[src/rtl/zx_kbd_pkg.sv]
// Shared scancodes, matrix positions and lookup helpers for the ZX Spectrum
// PS/2 keyboard front end.
package zx_kbd_pkg;

  localparam logic [7:0] SC_F0     = 8'hF0;
  localparam logic [7:0] SC_E0     = 8'hE0;
  localparam logic [7:0] SC_E1     = 8'hE1;
  localparam logic [7:0] SC_AA     = 8'hAA;

  localparam logic [7:0] SC_FK1    = 8'h05;
  localparam logic [7:0] SC_FK2    = 8'h06;
  localparam logic [7:0] SC_FK3    = 8'h04;
  localparam logic [7:0] SC_FK4    = 8'h0C;
  localparam logic [7:0] SC_FK5    = 8'h03;
  localparam logic [7:0] SC_FK6    = 8'h0B;
  localparam logic [7:0] SC_FK7    = 8'h83;
  localparam logic [7:0] SC_FK8    = 8'h0A;
  localparam logic [7:0] SC_FK9    = 8'h01;
  localparam logic [7:0] SC_FK10   = 8'h09;
  localparam logic [7:0] SC_FK11   = 8'h78;

  localparam logic [7:0] SC_LSHIFT = 8'h12;
  localparam logic [7:0] SC_RSHIFT = 8'h59;
  localparam logic [7:0] SC_CTRL   = 8'h14;
  localparam logic [7:0] SC_ALT    = 8'h11;
  localparam logic [7:0] SC_BKSP   = 8'h66;
  localparam logic [7:0] SC_LEFT   = 8'h6B;
  localparam logic [7:0] SC_DOWN   = 8'h72;
  localparam logic [7:0] SC_UP     = 8'h75;
  localparam logic [7:0] SC_RIGHT  = 8'h74;

  localparam logic [2:0] ROW_CS  = 3'd0;
  localparam logic [2:0] BIT_CS  = 3'd0;
  localparam logic [2:0] ROW_SS  = 3'd7;
  localparam logic [2:0] BIT_SS  = 3'd1;
  localparam logic [2:0] ROW_D15 = 3'd3;
  localparam logic [2:0] ROW_D60 = 3'd4;
  localparam logic [2:0] BIT_K5  = 3'd4;
  localparam logic [2:0] BIT_K0  = 3'd0;
  localparam logic [2:0] BIT_K8  = 3'd2;
  localparam logic [2:0] BIT_K7  = 3'd3;
  localparam logic [2:0] BIT_K6  = 3'd4;

  localparam int CMP_BKSP  = 0;
  localparam int CMP_LEFT  = 1;
  localparam int CMP_DOWN  = 2;
  localparam int CMP_UP    = 3;
  localparam int CMP_RIGHT = 4;

  typedef logic [7:0][4:0] kbd_matrix_t;

  typedef struct packed {
    logic       hit;
    logic [2:0] row;
    logic [2:0] col;
  } key_pos_t;

  function automatic key_pos_t kp(input int r, input int c);
    key_pos_t p;
    p.hit = 1'b1;
    p.row = 3'(r);
    p.col = 3'(c);
    return p;
  endfunction

  // Plain (non-E0) scancodes that land directly on one matrix position
  function automatic key_pos_t map_key(input logic [7:0] code);
    key_pos_t p;
    p = '0;
    case (code)
      8'h12: p = kp(0, 0);  8'h1A: p = kp(0, 1);  8'h22: p = kp(0, 2);
      8'h21: p = kp(0, 3);  8'h2A: p = kp(0, 4);
      8'h1C: p = kp(1, 0);  8'h1B: p = kp(1, 1);  8'h23: p = kp(1, 2);
      8'h2B: p = kp(1, 3);  8'h34: p = kp(1, 4);
      8'h15: p = kp(2, 0);  8'h1D: p = kp(2, 1);  8'h24: p = kp(2, 2);
      8'h2D: p = kp(2, 3);  8'h2C: p = kp(2, 4);
      8'h16: p = kp(3, 0);  8'h1E: p = kp(3, 1);  8'h26: p = kp(3, 2);
      8'h25: p = kp(3, 3);  8'h2E: p = kp(3, 4);
      8'h45: p = kp(4, 0);  8'h46: p = kp(4, 1);  8'h3E: p = kp(4, 2);
      8'h3D: p = kp(4, 3);  8'h36: p = kp(4, 4);
      8'h4D: p = kp(5, 0);  8'h44: p = kp(5, 1);  8'h43: p = kp(5, 2);
      8'h3C: p = kp(5, 3);  8'h35: p = kp(5, 4);
      8'h5A: p = kp(6, 0);  8'h4B: p = kp(6, 1);  8'h42: p = kp(6, 2);
      8'h3B: p = kp(6, 3);  8'h33: p = kp(6, 4);
      8'h29: p = kp(7, 0);  8'h59: p = kp(7, 1);  8'h3A: p = kp(7, 2);
      8'h31: p = kp(7, 3);  8'h32: p = kp(7, 4);
      default: p = '0;
    endcase
    return p;
  endfunction

  // Function key number 1..11, or 0 when the code is not a function key
  function automatic logic [3:0] fn_index(input logic [7:0] code);
    case (code)
      SC_FK1:  return 4'd1;
      SC_FK2:  return 4'd2;
      SC_FK3:  return 4'd3;
      SC_FK4:  return 4'd4;
      SC_FK5:  return 4'd5;
      SC_FK6:  return 4'd6;
      SC_FK7:  return 4'd7;
      SC_FK8:  return 4'd8;
      SC_FK9:  return 4'd9;
      SC_FK10: return 4'd10;
      SC_FK11: return 4'd11;
      default: return 4'd0;
    endcase
  endfunction

endpackage

[src/rtl/ps2_rx.sv]
// PS/2 byte receiver: line synchronizers, clock glitch filter, frame FSM
// and stall timeout. Emits a one-cycle o_byte_valid per good frame.
//
// state    | meaning
// ---------+----------------------------------------------
// ST_IDLE  | waiting for a start bit (data low on strobe)
// ST_DATA  | shifting 8 data bits, LSB first
// ST_PAR   | capturing the odd-parity bit
// ST_STOP  | checking stop bit and parity, then idle
module ps2_rx #(
  parameter int          FILTER_LEN = 8,
  parameter logic [15:0] TIMEOUT    = 16'd50000
) (
  input  logic       clk_sys,
  input  logic       reset,
  input  logic       i_ps2_clk,
  input  logic       i_ps2_data,
  output logic       o_byte_valid,
  output logic [7:0] o_byte
);

  localparam logic [1:0] ST_IDLE = 2'd0;
  localparam logic [1:0] ST_DATA = 2'd1;
  localparam logic [1:0] ST_PAR  = 2'd2;
  localparam logic [1:0] ST_STOP = 2'd3;

  localparam logic [7:0]  FLT_RELOAD = 8'(FILTER_LEN - 1);
  localparam logic [15:0] TMO_RELOAD = TIMEOUT - 16'd1;

  logic       r_clk_meta, r_clk_s, r_dat_meta, r_dat_s;
  logic       r_filt;
  logic [7:0] r_fcnt;
  logic       w_fall;

  logic [1:0]  r_state;
  logic [2:0]  r_cnt;
  logic [7:0]  r_shift;
  logic        r_par;
  logic [15:0] r_tmo;
  logic        r_valid;
  logic [7:0]  r_byte;

  always_ff @(posedge clk_sys or posedge reset) begin
    if (reset) begin
      r_clk_meta <= 1'b1;
      r_clk_s    <= 1'b1;
      r_dat_meta <= 1'b1;
      r_dat_s    <= 1'b1;
    end else begin
      r_clk_meta <= i_ps2_clk;
      r_clk_s    <= r_clk_meta;
      r_dat_meta <= i_ps2_data;
      r_dat_s    <= r_dat_meta;
    end
  end

  // Filtered clock follows only after FILTER_LEN consecutive differing samples
  always_ff @(posedge clk_sys or posedge reset) begin
    if (reset) begin
      r_filt <= 1'b1;
      r_fcnt <= FLT_RELOAD;
    end else if (r_clk_s == r_filt) begin
      r_fcnt <= FLT_RELOAD;
    end else if (r_fcnt == 8'd0) begin
      r_filt <= r_clk_s;
      r_fcnt <= FLT_RELOAD;
    end else begin
      r_fcnt <= r_fcnt - 8'd1;
    end
  end

  assign w_fall = r_filt & ~r_clk_s & (r_fcnt == 8'd0);

  always_ff @(posedge clk_sys or posedge reset) begin
    if (reset) begin
      r_tmo <= '0;
    end else if (w_fall) begin
      r_tmo <= TMO_RELOAD;
    end else if (r_tmo != 16'd0) begin
      r_tmo <= r_tmo - 16'd1;
    end
  end

  always_ff @(posedge clk_sys or posedge reset) begin
    if (reset) begin
      r_state <= ST_IDLE;
      r_cnt   <= '0;
      r_shift <= '0;
      r_par   <= 1'b0;
      r_valid <= 1'b0;
      r_byte  <= '0;
    end else begin
      r_valid <= 1'b0;
      if (w_fall) begin
        case (r_state)
          ST_IDLE: begin
            if (!r_dat_s) begin
              r_state <= ST_DATA;
              r_cnt   <= '0;
            end
          end
          ST_DATA: begin
            r_shift <= {r_dat_s, r_shift[7:1]};
            r_cnt   <= r_cnt + 3'd1;
            if (r_cnt == 3'd7) r_state <= ST_PAR;
          end
          ST_PAR: begin
            r_par   <= r_dat_s;
            r_state <= ST_STOP;
          end
          default: begin
            if (r_dat_s && (^{r_shift, r_par})) begin
              r_valid <= 1'b1;
              r_byte  <= r_shift;
            end
            r_state <= ST_IDLE;
          end
        endcase
      end else if (r_state != ST_IDLE && r_tmo == 16'd0) begin
        r_state <= ST_IDLE;
      end
    end
  end

  assign o_byte_valid = r_valid;
  assign o_byte       = r_byte;

endmodule

[src/rtl/zx_ps2_keyboard.sv]
// PS/2 keyboard to ZX Spectrum 8x5 matrix, function keys and modifier levels.
// key_data is combinational from addr so the CPU sees it within the read cycle.
module zx_ps2_keyboard
  import zx_kbd_pkg::*;
#(
  parameter int          FILTER_LEN = 8,
  parameter logic [15:0] TIMEOUT    = 16'd50000
) (
  input  logic        clk_sys,
  input  logic        reset,
  input  logic        ps2_kbd_clk,
  input  logic        ps2_kbd_data,
  input  logic [15:0] addr,
  output logic [4:0]  key_data,
  output logic [11:1] Fn,
  output logic [2:0]  mod
);

  logic       w_valid;
  logic [7:0] w_byte;

  ps2_rx #(
    .FILTER_LEN (FILTER_LEN),
    .TIMEOUT    (TIMEOUT)
  ) u_rx (
    .clk_sys      (clk_sys),
    .reset        (reset),
    .i_ps2_clk    (ps2_kbd_clk),
    .i_ps2_data   (ps2_kbd_data),
    .o_byte_valid (w_valid),
    .o_byte       (w_byte)
  );

  kbd_matrix_t r_matrix;
  logic [4:0]  r_comp;
  logic [11:1] r_fn;
  logic        r_lctrl, r_rctrl, r_lalt, r_ralt;
  logic        r_rel, r_ext;

  key_pos_t    w_pos;
  logic [3:0]  w_fn_idx;
  kbd_matrix_t w_key_mask;
  logic [11:1] w_fn_mask;
  logic [4:0]  w_comp_mask;

  // Only plain codes hit the direct matrix and Fn; E0 codes only reach arrows
  always_comb begin
    w_pos       = map_key(w_byte);
    w_fn_idx    = fn_index(w_byte);
    w_key_mask  = '0;
    w_fn_mask   = '0;
    w_comp_mask = '0;
    if (!r_ext) begin
      for (int r = 0; r < 8; r++)
        for (int c = 0; c < 5; c++)
          if (w_pos.hit && w_pos.row == 3'(r) && w_pos.col == 3'(c))
            w_key_mask[r][c] = 1'b1;
      for (int i = 1; i <= 11; i++)
        if (w_fn_idx == 4'(i)) w_fn_mask[i] = 1'b1;
      if (w_byte == SC_BKSP) w_comp_mask[CMP_BKSP] = 1'b1;
    end else begin
      case (w_byte)
        SC_LEFT:  w_comp_mask[CMP_LEFT]  = 1'b1;
        SC_DOWN:  w_comp_mask[CMP_DOWN]  = 1'b1;
        SC_UP:    w_comp_mask[CMP_UP]    = 1'b1;
        SC_RIGHT: w_comp_mask[CMP_RIGHT] = 1'b1;
        default:  w_comp_mask = '0;
      endcase
    end
  end

  always_ff @(posedge clk_sys or posedge reset) begin
    if (reset) begin
      r_matrix <= '0;
      r_comp   <= '0;
      r_fn     <= '0;
      r_lctrl  <= 1'b0;
      r_rctrl  <= 1'b0;
      r_lalt   <= 1'b0;
      r_ralt   <= 1'b0;
      r_rel    <= 1'b0;
      r_ext    <= 1'b0;
    end else if (w_valid) begin
      if (w_byte == SC_F0) begin
        r_rel <= 1'b1;
      end else if (w_byte == SC_E0) begin
        r_ext <= 1'b1;
      end else if (w_byte == SC_E1 || w_byte == SC_AA) begin
      end else begin
        r_matrix <= r_rel ? (r_matrix & ~w_key_mask) : (r_matrix | w_key_mask);
        r_comp   <= r_rel ? (r_comp & ~w_comp_mask) : (r_comp | w_comp_mask);
        r_fn     <= r_rel ? (r_fn & ~w_fn_mask) : (r_fn | w_fn_mask);
        if (w_byte == SC_CTRL) begin
          if (r_ext) r_rctrl <= ~r_rel;
          else       r_lctrl <= ~r_rel;
        end
        if (w_byte == SC_ALT) begin
          if (r_ext) r_ralt <= ~r_rel;
          else       r_lalt <= ~r_rel;
        end
        r_rel <= 1'b0;
        r_ext <= 1'b0;
      end
    end
  end

  kbd_matrix_t w_pressed;
  logic [4:0]  w_col;

  always_comb begin
    w_pressed = r_matrix;
    w_pressed[ROW_CS][BIT_CS]  = r_matrix[ROW_CS][BIT_CS] | (|r_comp);
    w_pressed[ROW_D60][BIT_K0] = r_matrix[ROW_D60][BIT_K0] | r_comp[CMP_BKSP];
    w_pressed[ROW_D15][BIT_K5] = r_matrix[ROW_D15][BIT_K5] | r_comp[CMP_LEFT];
    w_pressed[ROW_D60][BIT_K6] = r_matrix[ROW_D60][BIT_K6] | r_comp[CMP_DOWN];
    w_pressed[ROW_D60][BIT_K7] = r_matrix[ROW_D60][BIT_K7] | r_comp[CMP_UP];
    w_pressed[ROW_D60][BIT_K8] = r_matrix[ROW_D60][BIT_K8] | r_comp[CMP_RIGHT];
    w_col = '0;
    for (int r = 0; r < 8; r++)
      for (int c = 0; c < 5; c++)
        w_col[c] = w_col[c] | (w_pressed[r][c] & ~addr[8+r]);
  end

  logic w_unused_addr_lo;
  assign w_unused_addr_lo = ^addr[7:0];

  assign key_data = ~w_col;
  assign Fn       = r_fn;
  assign mod      = {r_matrix[ROW_CS][BIT_CS] | r_matrix[ROW_SS][BIT_SS],
                     r_lctrl | r_rctrl,
                     r_lalt | r_ralt};

endmodule

[config.mk]
export PLATFORM = sky130hd
export DESIGN_NAME = zx_ps2_keyboard
export DESIGN_NICKNAME = d
export VERILOG_FILES = /design/src/rtl/zx_kbd_pkg.sv /design/src/rtl/ps2_rx.sv /design/src/rtl/zx_ps2_keyboard.sv
export SDC_FILE = /design/constraint.sdc
export NUM_CORES = 1
export LEC_CHECK = 0
export CAP_MARGIN = 25
export CORE_MARGIN = 5
export CORE_UTILIZATION = 50
export CTS_CLUSTER_DIAMETER = 100
export DETAILED_ROUTE_END_ITERATION = 10
export PLACE_DENSITY = 0.8
export SLEW_MARGIN = 20
export SYNTH_ARGS = -nofsm -noshare
export SYNTH_HDL_FRONTEND = slang
export SYNTH_SLANG_ARGS = --single-unit
[constraint.sdc]
create_clock -name clk_sys -period 3.7 [get_ports clk_sys]
set_input_delay 0.74 -clock clk_sys [delete_from_list [all_inputs] [get_ports clk_sys]]
set_output_delay 0.74 -clock clk_sys [all_outputs]
set_load 0.005 [all_outputs]
==> summary.md <==
| Metric | Value |
|---|---|
| Run status | `complete, no violations` |
| Later-pin clock latency in the skew report | `0.42 ns` |
| Commonest non-fill, non-tap cell in the layout | `dfrtp_1` |
| PwrDens | `461 nW/µm²` |
| Final WL | `14600 µm` |
| Mapped Nets | `684` |
| Crit Path Max Fanout | `5` |
| Sequential cell area | `2860 µm²` |
| Clock Skews | `0.0102 ns` |
| Sequential share of the synthesized area | `0.442` |
| Core Footprint | `12700 µm²` |
| Crit path DAT | `2.48 ns` |
| Post-Synthesis Cells | `649` |
| # Max-Cap Violations | `0` |
| Worst Setup EP | `key_data[2]` |
| Clk sinks | `114` |
| Count of input and output buffers | `30` |
| ANT cells | `0` |
| Dpl ws | `0.509 ns` |
| Detailed-route via count | `5091` |
| Clock root buffer | `clkbuf_16` |
| Fin util | `0.591` |
| DRC | `0` |
| R2r startpoint | `u_rx.o_byte[0]` |
| GP Congestion | `0.960` |
| Highest-count cells in the layout ignoring fill and taps | `106 x dfrtp_1, 46 x nand2_1, 45 x o21ai_0` |
| Final nets | `709` |
| Die Height | `124 µm` |
| WP buf/inv | `3` |
| Main flop type after synthesis | `dfrtp_1` |
| Cell family with the largest share of critical-path delay | `buffers and inverters` |
| Critical Path Most Common Cell | `clkdlybuf4s50_1` |
| DP HPWL | `10200 µm` |
| Yosys warnings | `0` |
| Slowest stage delay, CP | `0.49 ns` |
| Layout cells sized above 1 | `0.163` |
| Filler cells | `1079` |
| Pleak | `3.19 nW` |
| Wire length per cell | `17.0 µm` |
| Final std cell area, no fill | `7490 µm²` |
| Largest net degree at the start of global routing | `115` |
| PostCTS Resize Cnt | `0` |
| Async SR Flop Fraction | `1.00` |
| Setup violators final | `0` |
| Reg-to-reg setup timing slack | `0.51 ns` |
| Vias per cell | `5.93` |
| Ranking of synthesized cells by area | `dfrtp_1 41%, mux2_2 5.7%, o31ai_1 4.3%` |
| 1st-iter DRT viols | `493` |
| Mean Syn Cell Area | `9.97 µm²` |
| Row cnt | `41` |
| Sum Neg Setup Slack | `0 ns` |
| Top-area cell type share of the netlist area | `0.410` |
| F_max | `311 MHz` |
| Overflow after GRT | `0` |
| Leading area contributor after synthesis | `dfrtp_1` |
| Netlist cell types | `80` |
| Post-CTS setup repair buffer count | `0` |
| Min cycle time layout | `3.22 ns` |
| Total die area | `15300 µm²` |
| Fraction of the cycle the final worst path needs | `0.870` |
| Post-DP Area | `6870 µm²` |
| Clock-pin slew on the worst setup and hold paths | `0.05 ns` |
| Hold_buf cts | `0` |
| Hold_ws | `0.355 ns` |
| Starting Density | `0.511` |
| CP Capture Type | `output port` |
| WS Path Type | `input port to output port` |
| Ports | `39` |
| WP data required | `2.96 ns` |
| FF-to-FF path depth | `9` |
| H-tree Lvls | `4` |
| CP cell instances | `clkdlybuf4s50_1 -> inv_1 -> a22o_1 -> a221oi_1 -> o211a_1 -> clkdlybuf4s50_1` |
| VDD IR-drop max | `0.000374 V` |
| Total GRT Usage | `0.207` |
| First-pass GRT wire length | `25200 µm` |
| Multi-input logic area | `3260 µm²` |
| Slew HR | `0.557` |
| Mapped Area | `6470 µm²` |
| #FFs+latches synth | `114` |
| Slew Limit Fails | `0` |
| Final hold viol count | `0` |
| Clock buffer depth | `2` |
| Hold Path Class | `register to register` |
| CP Launch Point | `addr[14]` |
| Antenna-violating nets left | `0` |
| Worst Max-Slew Pin Slew | `0.648 ns` |
| Number of synthesized flops with an enable pin | `0` |
| Vias in the first global route | `5160` |
| RSZ-0062 raised after global routing | `no` |
| Layout area overhead | `15.7%` |
| Drt first pass iters | `4` |
| Max stage delay cell, worst path | `clkdlybuf4s50_1` |
| TritonCTS clock tree | `built` |
| Initial antenna violation count | `0` |
| Critical path depth in cells | `6` |
| Clock buffer count from CTS | `17` |
| Worst setup slack after layout | `0.480 ns` |
| CP Launch Type | `input port` |
| Die W | `124 µm` |
[per-stage QoR]
| step | cells | total power (W) |
|---|---|---|
| global placement | 827 | 0.00176 |
| finish | 859 | 0.00345 |
| global route | 859 | 0.00360 |
| floorplan | 649 | 0.00170 |
| CTS | 859 | 0.00348 |
| detailed placement | 827 | 0.00180 |
[area by class of cell]
class / count / area share
repair buffers: 43 / 0.0548
inverters: 33 / 0.0170
clock inverters: 12 / 0.0211
multi-input cells: 465 / 0.435
well taps: 172 / 0.0287
clock buffers: 20 / 0.0610
flip-flops and latches: 114 / 0.382
[power by group]
group	leakage, nW	internal [W]	total [W]	switching [W]
clock network	0.281	0.00109	0.00167	0.000580
logic	1.37	0.000140	0.000324	0.000183
registers	1.54	0.00136	0.00145	0.0000958
[worst min path at each step]
stage	from	to	cells past startpoint
floorplan	u_rx.r_clk_meta	u_rx.r_clk_s	0
global placement	u_rx.r_dat_meta	u_rx.r_dat_s	0
detailed placement	u_rx.r_dat_meta	u_rx.r_dat_s	0
CTS	u_rx.r_dat_meta	u_rx.r_dat_s	0
global route	u_rx.r_clk_meta	u_rx.r_clk_s	0
finish	u_rx.r_dat_meta	u_rx.r_dat_s	0
[logic make-up after synthesis]
kind of cell	Yosys count	synth area share
simple gates	209	0.181
compound gates	170	0.182
mux	47	0.0793
buf+inv	70	0.0545
flops	114	0.442
xor+xnor	24	0.0325
fa+ha+maj	15	0.0290
[worst register-to-register path, stage by stage (launching register included)]
cell	delay, ns
dfrtp_1	0.50
inv_1	0.16
ha_1	0.43
mux2_2	0.30
a22oi_1	0.28
nor4_2	0.10
nor2_2	0.19
nand3_1	0.33
nor4_1	0.42
mux2_2	0.37
[Yosys cell counts, drive strengths merged (5+ instances only)]
cell    number
dfrtp      106
o21ai       49
nand2       46
nor2        46
o31ai       37
mux2        34
inv         33
nand3       20
buf         19
clkbuf      18
xnor2       16
a21oi       15
ha          15
mux2i       13
nor3        13
a31oi       10
nand2b      10
nand3b       9
nand4        9
nor2b        9
a22oi        8
dfstp        8
nor4         8
xor2         8
and3         6
or2          6
a211oi       5
a221oi       5
and2         5
nor3b        5
[layer usage]
layer / GRT usage / vias to the layer above / part of all wire
met3: 0.0531 / 34 / 0.049
met2: 0.338 / 149 / 0.49
met1: 0.267 / 2472 / 0.44
li1: - / 2436 / -
met4: 0.0713 / 0 / 0.021
met5: 0 / - / 0
No activity file was read; power rests on OpenSTA's default activity.
